===== config.mk =====
export PLATFORM = sky130hd
export DESIGN_NAME = pps_lock_tracker_flat
export DESIGN_NICKNAME = d
export VERILOG_FILES = /design/src/rtl/pps_lock_tracker_if.sv /design/src/rtl/pps_lock_tracker.sv /design/src/flat_wrapper.sv
export SDC_FILE = /design/constraint.sdc
export NUM_CORES = 1
export LEC_CHECK = 0
export CAP_MARGIN = 20
export CORE_UTILIZATION = 48
export DETAILED_ROUTE_END_ITERATION = 16
export PLACE_DENSITY_LB_ADDON = 0.1
export RECOVER_POWER = 50
export SYNTH_ARGS = -nofsm -noshare
export SYNTH_HDL_FRONTEND = slang
export SYNTH_SLANG_ARGS = --single-unit

===== constraint.sdc =====
create_clock -name clk_i -period 2.5 [get_ports clk_i]
set_input_delay 0.5 -clock clk_i [delete_from_list [all_inputs] [get_ports clk_i]]
set_output_delay 0.5 -clock clk_i [all_outputs]
set_load 0.01 [all_outputs]

===== src/rtl/pps_lock_tracker_if.sv =====
// Bus bundle for pps_lock_tracker: PPS flag, seconds load and status clear in;
// timestamp, period and lock status out.
interface pps_lock_tracker_if #(
   parameter int COUNT_WIDTH = 32
);
   logic                   pps_flag_i;
   logic [31:0]            sec_load_i;
   logic                   sec_load_wr_i;
   logic                   status_clr_i;
   logic [31:0]            seconds_o;
   logic [COUNT_WIDTH-1:0] subsec_o;
   logic [COUNT_WIDTH-1:0] last_period_o;
   logic                   pps_event_o;
   logic                   locked_o;
   logic [1:0]             status_o;

   modport master (
      output pps_flag_i, sec_load_i, sec_load_wr_i, status_clr_i,
      input  seconds_o, subsec_o, last_period_o, pps_event_o, locked_o, status_o
   );

   modport slave (
      input  pps_flag_i, sec_load_i, sec_load_wr_i, status_clr_i,
      output seconds_o, subsec_o, last_period_o, pps_event_o, locked_o, status_o
   );
endinterface


===== src/rtl/pps_lock_tracker.sv =====
// Measures PPS periods, keeps seconds/sub-second time and qualifies the PPS
// against a nominal period with a NOREF/ACQUIRE/LOCKED state machine.
module pps_lock_tracker #(
   parameter int NOMINAL_PERIOD = 125000000,
   parameter int TOLERANCE      = 1000,
   parameter int LOCK_COUNT     = 4,
   parameter int COUNT_WIDTH    = 32
) (
   input  logic                clk_i,
   input  logic                rst_n_i,
   pps_lock_tracker_if.slave   bus
);

   typedef enum logic [1:0] {
      NOREF   = 2'd0,
      ACQUIRE = 2'd1,
      LOCKED  = 2'd2
   } state_t;

   localparam logic [COUNT_WIDTH-1:0] MIN_PERIOD  = COUNT_WIDTH'(NOMINAL_PERIOD - TOLERANCE);
   localparam logic [COUNT_WIDTH-1:0] MAX_PERIOD  = COUNT_WIDTH'(NOMINAL_PERIOD + TOLERANCE);
   localparam logic [3:0]             LOCK_TARGET = 4'(LOCK_COUNT);

   state_t                 state_q;
   logic [3:0]             goodCnt_q;
   logic                   locked_q;
   logic [COUNT_WIDTH-1:0] subsec_q;
   logic [COUNT_WIDTH-1:0] lastPeriod_q;
   logic [31:0]            seconds_q;
   logic                   ppsEvent_q;
   logic                   pending_q;
   logic [31:0]            pendVal_q;
   logic [1:0]             status_q;

   logic [COUNT_WIDTH-1:0] period_d;
   logic                   periodGood;
   logic                   timeout;
   logic [1:0]             statusSet;
   logic [1:0]             status_d;

   // The subsec value is sampled before it clears, so +1 gives the flag-to-flag distance.
   always_comb begin
      period_d   = subsec_q + COUNT_WIDTH'(1);
      periodGood = (period_d >= MIN_PERIOD) && (period_d <= MAX_PERIOD);
      timeout    = (state_q != NOREF) && (subsec_q == MAX_PERIOD) && !bus.pps_flag_i;
      statusSet  = {bus.pps_flag_i && (state_q != NOREF) && !periodGood, timeout};
      status_d   = (bus.status_clr_i ? 2'b00 : status_q) | statusSet;
   end

   always_ff @(posedge clk_i or negedge rst_n_i) begin
      if (!rst_n_i) begin
         state_q      <= NOREF;
         goodCnt_q    <= '0;
         locked_q     <= 1'b0;
         subsec_q     <= '0;
         lastPeriod_q <= '0;
         seconds_q    <= '0;
         ppsEvent_q   <= 1'b0;
         pending_q    <= 1'b0;
         pendVal_q    <= '0;
         status_q     <= '0;
      end else begin
         ppsEvent_q <= bus.pps_flag_i;
         status_q   <= status_d;

         if (bus.pps_flag_i) begin
            subsec_q     <= '0;
            lastPeriod_q <= period_d;
            seconds_q    <= pending_q ? pendVal_q : seconds_q + 32'd1;
            pending_q    <= 1'b0;
         end else if (subsec_q != '1) begin
            subsec_q <= subsec_q + COUNT_WIDTH'(1);
         end

         // A write in the flag cycle lands after the flag consumed the old value.
         if (bus.sec_load_wr_i) begin
            pendVal_q <= bus.sec_load_i;
            pending_q <= 1'b1;
         end

         unique case (state_q)
            NOREF: begin
               if (bus.pps_flag_i) begin
                  state_q   <= ACQUIRE;
                  goodCnt_q <= '0;
                  locked_q  <= 1'b0;
               end
            end
            ACQUIRE: begin
               if (bus.pps_flag_i) begin
                  if (!periodGood) begin
                     goodCnt_q <= '0;
                  end else if (goodCnt_q + 4'd1 == LOCK_TARGET) begin
                     state_q   <= LOCKED;
                     locked_q  <= 1'b1;
                     goodCnt_q <= '0;
                  end else begin
                     goodCnt_q <= goodCnt_q + 4'd1;
                  end
               end else if (timeout) begin
                  state_q   <= NOREF;
                  goodCnt_q <= '0;
                  locked_q  <= 1'b0;
               end
            end
            LOCKED: begin
               if (bus.pps_flag_i && !periodGood) begin
                  state_q   <= ACQUIRE;
                  goodCnt_q <= '0;
                  locked_q  <= 1'b0;
               end else if (timeout) begin
                  state_q   <= NOREF;
                  goodCnt_q <= '0;
                  locked_q  <= 1'b0;
               end
            end
            default: begin
               state_q   <= NOREF;
               goodCnt_q <= '0;
               locked_q  <= 1'b0;
            end
         endcase
      end
   end

   assign bus.seconds_o     = seconds_q;
   assign bus.subsec_o      = subsec_q;
   assign bus.last_period_o = lastPeriod_q;
   assign bus.pps_event_o   = ppsEvent_q;
   assign bus.locked_o      = locked_q;
   assign bus.status_o      = status_q;

endmodule


===== src/flat_wrapper.sv =====
// flat-port wrapper written by rule: the top's interface ports become plain ports
module pps_lock_tracker_flat 
#(
   parameter int NOMINAL_PERIOD = 125000000,
   parameter int TOLERANCE      = 1000,
   parameter int LOCK_COUNT     = 4,
   parameter int COUNT_WIDTH    = 32
)
  (clk_i, rst_n_i, bus_pps_flag_i, bus_sec_load_i, bus_sec_load_wr_i, bus_status_clr_i, bus_seconds_o, bus_subsec_o, bus_last_period_o, bus_pps_event_o, bus_locked_o, bus_status_o);
  pps_lock_tracker_if #(.COUNT_WIDTH(COUNT_WIDTH)) bus_i ();
  input  logic clk_i;
  input  logic rst_n_i;
  input wire logic [$bits(bus_i.pps_flag_i)-1:0] bus_pps_flag_i;
  input wire logic [$bits(bus_i.sec_load_i)-1:0] bus_sec_load_i;
  input wire logic [$bits(bus_i.sec_load_wr_i)-1:0] bus_sec_load_wr_i;
  input wire logic [$bits(bus_i.status_clr_i)-1:0] bus_status_clr_i;
  output wire logic [$bits(bus_i.seconds_o)-1:0] bus_seconds_o;
  output wire logic [$bits(bus_i.subsec_o)-1:0] bus_subsec_o;
  output wire logic [$bits(bus_i.last_period_o)-1:0] bus_last_period_o;
  output wire logic [$bits(bus_i.pps_event_o)-1:0] bus_pps_event_o;
  output wire logic [$bits(bus_i.locked_o)-1:0] bus_locked_o;
  output wire logic [$bits(bus_i.status_o)-1:0] bus_status_o;
  assign bus_i.pps_flag_i = bus_pps_flag_i;
  assign bus_i.sec_load_i = bus_sec_load_i;
  assign bus_i.sec_load_wr_i = bus_sec_load_wr_i;
  assign bus_i.status_clr_i = bus_status_clr_i;
  assign bus_seconds_o = bus_i.seconds_o;
  assign bus_subsec_o = bus_i.subsec_o;
  assign bus_last_period_o = bus_i.last_period_o;
  assign bus_pps_event_o = bus_i.pps_event_o;
  assign bus_locked_o = bus_i.locked_o;
  assign bus_status_o = bus_i.status_o;
  pps_lock_tracker #(.NOMINAL_PERIOD(NOMINAL_PERIOD), .TOLERANCE(TOLERANCE), .LOCK_COUNT(LOCK_COUNT), .COUNT_WIDTH(COUNT_WIDTH)) u_core (.clk_i(clk_i), .rst_n_i(rst_n_i), .bus(bus_i));
endmodule

==> impl_metrics.yaml <==
outcome:
  status: "complete, but fails checks"
  violations: "negative setup slack"
logic_synthesis:
  synth_top_area_frac: 0.469
  synth_area_leaders: "dfrtp_1 47%, a21oi_1 5.7%, o21ai_0 5.2%, mux2_2 5.2%, nor2_1 3.0%"
  synth-main-ff-cell: "dfrtp_1"
  ys_seq_elements: 139
  synth_seq_area_share: 0.469
  syn_nets: 848
  synth_compound_area_frac: 0.182
  yosys.area_share.simple: 0.199
  syn-cell-area_sq_mm: 0.00741
  synth_cells: 801
  muxShareOfSynthArea: 0.0598
  synth_xor_area_frac: 0.0331
  ys_types: 66
  synthAdderAreaFrac: 0.0169
  syn_avg_cell_area_sq_um: 9.25
  yosys_warnings: 0
  synth_edf_count: 0
  async_flop_share: 1.00
  synth_top_family_by_area: "simple AND/OR/NAND/NOR gates"
  yosysTopAreaCell: "dfrtp_1"
grt:
  grt_overflow: 0
  first_global_vias: 7147
  use_met3: 0.0531
  antenna_found_initial: 0
  use_met1: 0.363
  grt_usage: 0.288
  top_usage_layer: "met2"
  grt_max_degree: 151
  use_met2: 0.492
  grt_pass1_wl_microns: 36200
sta:
  slew_headroom: 0.118
  fin_ws_ps: -215
  max_freq_ghz: 0.368
  rsz0062_at_grt: "yes"
  setup_violations: 8
  hold_viol_final: 0
  worst_pin_slew_ps: 1320
  finalSetupTns_ps: -1320
  post-route-period-util: 1.09
  fin_skew_ps: 7.42
  hold_slack_ps: 357
  finalMaxSlewViolations: 0
  finalCriticalPeriod_ps: 2720
floorplanning:
  rows: 45
  die_y_microns: 126
  coreArea_sq_mm: 0.0151
  start_util: 0.489
  die_width_microns: 126
  die_area_sq_mm: 0.0159
  ios: 137
clock_network:
  clock_latency_ps: 430
  h-tree-depth: 4
  cts_tree: "built"
  cts-hold-fix-buffers: 0
  cts_inserted_buffers: 17
  cts.path.max_buffers: 2
  root_buffer: "clkbuf_16"
  cts.sink_count: 139
  path_clk_slew_ps: 60
critical_path:
  cp_slowest_stage_delay_ps: 420
  crit_buf_inv: 1
  worst_setup_path_start_kind: "flop"
  cp-end-kind: "flop"
  cp_data_arrival_time_ps: 3020
  crit_chain: "and4_4 -> nand4_1 -> buf_4 -> nor4_2 -> o2bb2a_2 -> nand4_1 -> and4b_1 -> nand2_1 -> a31o_2 -> a32o_1"
  crit_top_cell: "nand4_1"
  crit_type: "reg -> reg"
  required_ps: 2810
  crit_family: "simple AND/OR/NAND/NOR gates"
  cp_max_fo: 5
  rrSetupSlack_ps: -220
  cpMaxStageDelayCell: "dfrtp_1"
cells_and_area:
  post-route-util: 0.712
  diodes: 0
  fin_nets: 1089
  areaGrowthSynthToFinish_pct: 45.4
  final_layout_size_suffix_gt1_frac: 0.258
  fillers: 1188
drt:
  drt_first_pass_iters: 7
  drtIter0Drc: 403
  routedWlPerCell_microns: 18.0
  drt.antenna.violating_nets: 0
  routed_wl_microns: 22400
  drcViolationCount: 0
  via_per_inst: 5.81
  vias: 7223
worst_hold_path:
  hold_class: "in -> async"
place:
  place.gp.congestion: 0.920
  place_hpwl_microns: 16000
  port_buffers: 136
power:
  power_density_mw_per_mm2: 601
  power_leakage_nw: 4.46
  ir_worst_vdd_v: 0.000528
run:
  drv_cap: 0
[worst paths after layout]
kind	start	depth (start not counted)	endpoint
worst max-delay path	u_core.bus.subsec_o[8]	10	u_core.state_q[0]
worst min-delay path	rst_n_i	1	u_core.bus.last_period_o[7]
worst max register to register	u_core.bus.subsec_o[8]	10	u_core.state_q[0]
worst min register to register	u_core.pendVal_q[21]	1	u_core.pendVal_q[21]
max in group asynchronous	rst_n_i	2	u_core.bus.subsec_o[1]
min in group clk_i	u_core.pendVal_q[21]	1	u_core.pendVal_q[21]
[flip-flops by register name, indices dropped and copies added, names as in the netlist]
register and count:
u_core.state_q 2, u_core.bus.subsec_o 32, u_core.bus.seconds_o 32, u_core.pending_q 1
u_core.bus.last_period_o 32, u_core.bus.status_o 2, u_core.pendVal_q 32, u_core.goodCnt_q 4
u_core.bus.locked_o 1, u_core.bus.pps_event_o 1
[placed cells by master, fill, tap and decap left out, drive strengths merged, types with 15 or more instances in the layout]
cell type / count
clkbuf: 24
a21oi: 84
nand2: 54
dfrtp: 139
nand3: 36
buf: 135
clkdlybuf4s50: 134
and3: 15
xnor2: 19
nand4: 21
inv: 24
o21ai: 78
nor3: 22
mux2: 34
nor2: 59
nor4: 17
[area by class of cell]
cell class	count	area [sq um]	share of cell area
Tap cell	188	235	0.0218
Inverter	22	82.6	0.00766
Clock inverter	12	138	0.0128
Timing Repair Buffer	273	2440	0.226
Multi-Input combinational cell	589	3940	0.365
Sequential cell	139	3490	0.323
Clock buffer	20	457	0.0424
[kinds of logic after synthesis]
family	Yosys count
AOI/OAI and AO/OA	231
DFF	139
and+or+nand+nor	280
muxes	40
buffers and inverters	73
adders and majority gates	10
xor gates and xnor gates	28
[worst register-to-register path: cells and delay by family (launching register included)]
family / cells / cell delay (ps)
DFF: 1 / 420
and+or+nand+nor: 6 / 1250
buffers and inverters: 1 / 250
AOI/OAI and AO/OA: 3 / 680
[power breakdown]
part / internal [W] / leakage [nW] / switching [W]
registers: 0.00246 / 1.72 / 0.000189
clock network: 0.00153 / 0.275 / 0.00102
logic: 0.000633 / 2.47 / 0.000643
[synth_stat cells (13+ instances only)]
cell,n
nand2_1,54
dfrtp_1,139
o22ai_1,13
nor2_1,59
clkbuf_1,37
mux2_2,34
a21oi_1,84
xnor2_1,19
nor3_1,22
nand4_1,20
o21ai_0,77
and3_1,15
nand3_1,36
nor4_1,17
inv_1,22
[per-stage QoR]
| stage | setup WS [ps] | cell area [sq um] | instances | total power, W |
|---|---|---|---|---|
| floorplan | -193 | 7490 | 801 | 0.00328 |
| global placement | -346 | 9870 | 1200 | 0.00385 |
| detailed placement | -416 | 9870 | 1200 | 0.00391 |
| CTS | -249 | 10600 | 1240 | 0.00648 |
| global route | -340 | 10800 | 1243 | 0.00675 |
| finish | -215 | 10800 | 1243 | 0.00647 |
[metal layers]
layer	wire length, microns	vias to the layer above
met5	0	-
met4	457	0
met3	1060	34
met2	11400	240
met1	9520	3525
li1	-	3424
[timing repair]
item	4_1_cts	5_1_grt
buffers inserted	8	3
gates cloned	0	0
setup endpoints to repair	9	17
pin swaps	16	11
gates resized for setup	32	34
Power figures use the tool's default switching activity.
